`src/rtl/branch_resolve_bht.sv`:
```
// Branch resolution with a 2-bit saturating-counter BHT; an INIT sweep clears the table after reset.
// Optional macro BRANCH_BHT_BYPASS_EN forwards a same-cycle update to a colliding lookup.
module branch_resolve_bht #(
  parameter int INDEX_BITS = 6,
  parameter int PC_WIDTH   = 32
) (
  input  logic                i_clock,
  input  logic                i_reset,
  input  logic                i_fetchValid,
  input  logic [PC_WIDTH-1:0] i_fetchPC,
  output logic                o_predictTaken,
  output logic                o_predictValid,
  output logic                o_ready,
  input  logic                i_valid,
  input  logic [2:0]          i_funct3,
  input  logic                i_isEqual,
  input  logic                i_isLessSigned,
  input  logic                i_isLessUnsigned,
  input  logic [PC_WIDTH-1:0] i_pc,
  input  logic [PC_WIDTH-1:0] i_target,
  input  logic                i_predicted,
  output logic                o_taken,
  output logic                o_mispredict,
  output logic [PC_WIDTH-1:0] o_redirectPC,
  output logic                o_illegal
);

  localparam int ENTRIES = 2**INDEX_BITS;

  typedef enum logic {INIT, RUN} state_t;

  state_t                  state_q, state_d;
  logic [INDEX_BITS-1:0]   sweep_q;
  logic [1:0]              counter [ENTRIES];
  logic                    run;

  logic [INDEX_BITS-1:0]   fetch_idx_p0, upd_idx_p0;
  logic                    illegal_p0, taken_p0, vld_p0, lookup_vld_p0;
  logic                    upd_en_p0, mispredict_p0, pred_p0;
  logic [1:0]              read_ctr_p0, upd_ctr_p0;
  logic [PC_WIDTH-1:0]     redirect_p0;
  logic                    unused_fetch_pc;

  function automatic logic [1:0] sat_update(input logic [1:0] ctr, input logic up);
    if (up)
      return (ctr == 2'b11) ? 2'b11 : ctr + 2'd1;
    else
      return (ctr == 2'b00) ? 2'b00 : ctr - 2'd1;
  endfunction

  // funct3[0] inverts the base comparison selected by funct3[2:1]
  function automatic logic branch_cond(input logic [2:0] f3, input logic eq,
                                       input logic lts, input logic ltu);
    logic c;
    case (f3[2:1])
      2'b00:   c = eq;
      2'b10:   c = lts;
      2'b11:   c = ltu;
      default: c = 1'b0;
    endcase
    return c ^ f3[0];
  endfunction

  always_ff @(posedge i_clock) begin
    if (!i_reset) begin
      state_q <= INIT;
      sweep_q <= '0;
    end else begin
      state_q <= state_d;
      if (state_q == INIT)
        sweep_q <= sweep_q + INDEX_BITS'(1);
    end
  end

  always_comb begin
    state_d = state_q;
    if (state_q == INIT && (&sweep_q))
      state_d = RUN;
  end

  always_comb begin
    run     = (state_q == RUN);
    o_ready = run;
  end

  // Stage p0: decode, table read and counter update computed from current inputs
  always_comb begin
    fetch_idx_p0  = i_fetchPC[INDEX_BITS+1:2];
    upd_idx_p0    = i_pc[INDEX_BITS+1:2];
    illegal_p0    = (i_funct3[2:1] == 2'b01);
    taken_p0      = !illegal_p0 && branch_cond(i_funct3, i_isEqual, i_isLessSigned, i_isLessUnsigned);
    vld_p0        = run && i_valid;
    lookup_vld_p0 = run && i_fetchValid;
    upd_en_p0     = vld_p0 && !illegal_p0;
    upd_ctr_p0    = sat_update(counter[upd_idx_p0], taken_p0);
    read_ctr_p0   = counter[fetch_idx_p0];
`ifdef BRANCH_BHT_BYPASS_EN
    pred_p0       = (upd_en_p0 && upd_idx_p0 == fetch_idx_p0) ? upd_ctr_p0[1] : read_ctr_p0[1];
`else
    pred_p0       = read_ctr_p0[1];
`endif
    mispredict_p0 = upd_en_p0 && (taken_p0 != i_predicted);
    redirect_p0   = taken_p0 ? i_target : i_pc + PC_WIDTH'(4);
  end

  assign unused_fetch_pc = ^{i_fetchPC[PC_WIDTH-1:INDEX_BITS+2], i_fetchPC[1:0]};

  // Single write port: INIT sweep or resolution update, never both
  always_ff @(posedge i_clock) begin
    if (i_reset) begin
      if (state_q == INIT)
        counter[sweep_q] <= 2'b01;
      else if (upd_en_p0)
        counter[upd_idx_p0] <= upd_ctr_p0;
    end
  end

  // Stage p1: registered prediction and resolution outputs
  always_ff @(posedge i_clock) begin
    if (!i_reset) begin
      o_predictValid <= 1'b0;
      o_predictTaken <= 1'b0;
      o_taken        <= 1'b0;
      o_mispredict   <= 1'b0;
      o_illegal      <= 1'b0;
      o_redirectPC   <= '0;
    end else begin
      o_predictValid <= lookup_vld_p0;
      if (lookup_vld_p0)
        o_predictTaken <= pred_p0;
      o_taken      <= vld_p0 && taken_p0;
      o_mispredict <= mispredict_p0;
      o_illegal    <= vld_p0 && illegal_p0;
      if (mispredict_p0)
        o_redirectPC <= redirect_p0;
    end
  end

endmodule
```
`config.mk`:
```
export PLATFORM = sky130hd
export DESIGN_NAME = branch_resolve_bht
export DESIGN_NICKNAME = d
export VERILOG_FILES = /design/src/rtl/branch_resolve_bht.sv
export SDC_FILE = /design/constraint.sdc
export NUM_CORES = 1
export LEC_CHECK = 0
export CORE_AREA = 3 3 119 121
export CTS_CLUSTER_DIAMETER = 50
export CTS_CLUSTER_SIZE = 25
export DETAILED_ROUTE_END_ITERATION = 10
export DIE_AREA = 0 0 122 124
export DONT_BUFFER_PORTS = 1
export GPL_TIMING_DRIVEN = 0
export PLACE_DENSITY = 0.79
export SYNTH_ARGS = -nofsm -noshare
export SYNTH_HDL_FRONTEND = slang
export SYNTH_SLANG_ARGS = --single-unit
```
`constraint.sdc`:
```
create_clock -name i_clock -period 4.93 [get_ports i_clock]
set_input_delay 0.7395 -clock i_clock [delete_from_list [all_inputs] [get_ports i_clock]]
set_output_delay 0.7395 -clock i_clock [all_outputs]
set_load 0.02 [all_outputs]
```
==> flow_metrics.py <==
metrics = {
    "power_and_ir_drop": {
        "p_leak_nw": 3.16,
        "intPower_mw": 2.33,
        "swShare": 0.241,
        "pwr-share-comb": 0.062,
        "ir_drop_uv": 246,
        "power_switching_mw": 0.738,
        "p_clk_frac": 0.435,
        "pwr-share-seq": 0.503,
        "powerDensity_nw_per_um2": 330,
    },
    "timing": {
        "period_needed_ns": 3.51,
        "tightest_slew_ns": 0.859,
        "hold_viol": 0,
        "fin_ws_ns": 1.42,
        "final-setup-viol-count": 0,
        "rsz0062_at_grt": "false",
        "slew_viol_final": 0,
        "period_share": 0.712,
        "timing.fmax_mhz": 285,
        "finClkSkew_ns": 0.0118,
        "slew-limit-headroom": 0.422,
    },
    "grt": {
        "overflow": 0,
        "track_usage": 0.296,
        "grt_pass1_wl_mm": 32.8,
        "antenna_found_initial": 0,
        "grt_pass1_vias": 5956,
        "grt_max_degree": 41,
    },
    "clock_tree": {
        "clk_path_buf_depth": 2,
        "worstSkewPairLatency_ns": 0.44,
        "cts_root_buf": "clkbuf_16",
        "cts_tree": "yes",
        "ctsResizeCount": 0,
        "cts_hold_buffers": 0,
        "cts_buffers": 17,
        "path_clk_slew_ns": 0.07,
        "cts_num_sinks": 172,
        "cts_max_level": 4,
        "cts_setup_buffers": 0,
    },
    "drt": {
        "met3_length_mm": 2.38,
        "dr.pass1.iters": 5,
        "wl_met2_mm": 10.6,
        "antenna_left": 0,
        "wl_per_cell_um": 24.9,
        "drcViolationCount": 0,
        "route.vias.total": 6056,
        "vias_per_cell": 6.89,
        "first_iter_violations": 689,
        "wirelength_mm": 21.9,
        "met1_length_mm": 7.95,
        "highest_layer": "met4",
    },
    "finish": {
        "layout_commonest_cell": "edfxtp_1",
        "finalNonFillerCells": 879,
        "n_fill_cell": 901,
        "drive_above_1_share": 0.151,
        "most-common-layout-cells": "edfxtp_1 (128), nor2_1 (91), nand2_1 (62)",
        "num_antenna_cells": 0,
        "utilization": 0.705,
        "nets": 799,
        "design_area_um2": 9300,
        "syn_to_final_growth_pct": 10.2,
    },
    "min_path": {
        "whs_path_depth": 1,
        "hp-class": "input pin to register",
        "min_to": "o_predictValid$_SDFF_PN0_",
        "hp-start": "i_reset",
    },
    "floorplan": {
        "io-pin-count": 145,
        "coreArea_um2": 13200,
        "dieArea_um2": 15100,
        "die_w_um": 122,
        "die_height_um": 124,
        "initial_core_util": 0.640,
        "rows": 42,
    },
    "critical_path": {
        "cp-start-kind": "input pin",
        "cp_common_cell": "buf_2",
        "crit_required_ns": 5.21,
        "end_kind": "register",
        "arrival_ns": 3.79,
        "path_cells": "buf_2, buf_2, buf_2, mux4_2, a22oi_1, a21oi_1, nor4_1, maj3_1, nor2_4, buf_16",
        "path_buf_inv": 4,
        "critPathKind": "input pin to register",
        "cp_max_fo": 33,
        "r2r_slack_ns": 1.71,
        "timing.rr.start": "o_ready$_SDFFE_PN0P_",
        "crit_slowest_cell": "nor2_4",
        "max_stage_delay_ns": 0.62,
        "rr_endpoint": "counter[1][1]$_DFFE_PP_",
        "cpLargestDelayFamily": "buffers and inverters",
        "r2r_cells": 7,
    },
    "synthesis": {
        "synthArstFlopShare": 0,
        "synth_cell_types": 51,
        "syn_avg_cell_area_um2": 12.6,
        "synth_edf_count": 128,
        "yosysWarnings": 0,
        "ys_ff_latch": 172,
        "ys.flop_type": "edfxtp_1",
        "syn_area_um2": 8440,
        "ys_seq_area_frac": 0.560,
        "synthesis.nets": 778,
        "syn_inst": 669,
    },
    "outcome": {
        "status": "complete, no violations",
    },
    "placement": {
        "place_ws_ns": 1.03,
        "dpl.cell_count": 847,
        "gp_congestion": 0.867,
        "post-dp-hpwl_mm": 15.3,
        "placed_cell_area_um2": 8720,
        "io_buffers": 0,
    },
    "flow_run": {
        "drv_cap": 0,
    },
}
-- layout make-up --
class	instances	area, um2	share of cell area
plain buffers	39	171	0.0184
clock buffers	18	429	0.0461
clock inverters	14	154	0.0165
inverters	10	37.5	0.00404
multi-input cells	448	3520	0.378
flip-flops and latches	172	4720	0.508
well taps	176	220	0.0237
repair buffers	2	47.5	0.00511
-- flip-flops by register name, indices dropped and copies added, names as in the netlist --
signal and flops:
counter 128, o_illegal 1, o_mispredict 1, o_predictTaken 1
o_predictValid 1, o_ready 1, o_redirectPC 32, o_taken 1
sweep_q 6
-- cells in the mapped netlist (10+ instances only) --
master / count / area share
xor2_1: 16 / 0.017
nor2_1: 92 / 0.041
o21ai_0: 20 / 0.012
clkbuf_1: 26 / 0.012
edfxtp_1: 128 / 0.46
mux4_2: 44 / 0.12
nand2_1: 63 / 0.028
mux2i_1: 10 / 0.012
a22oi_1: 16 / 0.014
o211ai_1: 11 / 0.0098
inv_1: 10 / 0.0044
nand3_1: 23 / 0.014
xnor2_1: 11 / 0.011
a211o_1: 11 / 0.011
a21oi_1: 28 / 0.017
dfxtp_1: 44 / 0.10
buf_2: 11 / 0.0065
-- worst reg2reg max path: stages (launching register included) --
cell and delay (ns):
dfxtp_1 0.45, clkbuf_1 0.40, nand3_1 0.22, nor2b_1 0.39, clkbuf_1 0.43, mux2i_1 0.41
nand2_1 0.31, nor2_1 0.28
-- cell families after synthesis --
group           Yosys count  share of synthesized area
flops                   172                      0.560
simple gates            239                      0.133
xor+xnor                 28                     0.0308
buf+inv                  49                     0.0248
fa+ha+maj                 4                    0.00534
mux                      64                      0.157
compound gates          113                     0.0895
-- metal layers --
layer | vias up | track usage
met5 | - | 0
met4 | 0 | 0.155
met3 | 94 | 0.0963
met2 | 433 | 0.479
met1 | 2930 | 0.359
li1 | 2599 | -
-- worst max path at each step --
stage | from | to | slack (ns) | depth (start not counted)
global placement | i_pc[3] | counter[60][1]$_DFFE_PP_ | -1.21 | 9
floorplan | i_pc[3] | counter[0][1]$_DFFE_PP_ | 0.68 | 8
global route | i_pc[3] | counter[23][0]$_DFFE_PP_ | 1.19 | 10
CTS | i_pc[3] | counter[19][0]$_DFFE_PP_ | 1.45 | 9
finish | i_pc[3] | counter[59][1]$_DFFE_PP_ | 1.42 | 10
detailed placement | i_pc[3] | counter[6][0]$_DFFE_PP_ | 1.03 | 10
-- power groups by stage --
stage	combinational, mW	clock [mW]	sequential (mW)
CTS	0.187	1.34	1.54
finish	0.190	1.33	1.54
detailed placement	0.185	0	1.57
floorplan	0.136	0	1.57
global placement	0.180	0	1.57
global route	0.202	1.40	1.54
-- metrics by stage --
step / setup TNS, ns / power, mW / hold WS [ns]
final: 0 / 3.06 / 0.481
after global routing: 0 / 3.14 / 0.478
after CTS: 0 / 3.07 / 0.471
after detailed placement: 0 / 1.76 / 0.553
after global placement: -77.41 / 1.75 / 0.550
after floorplan: 0 / 1.71 / 0.530
Power figures use the tool's default switching activity.
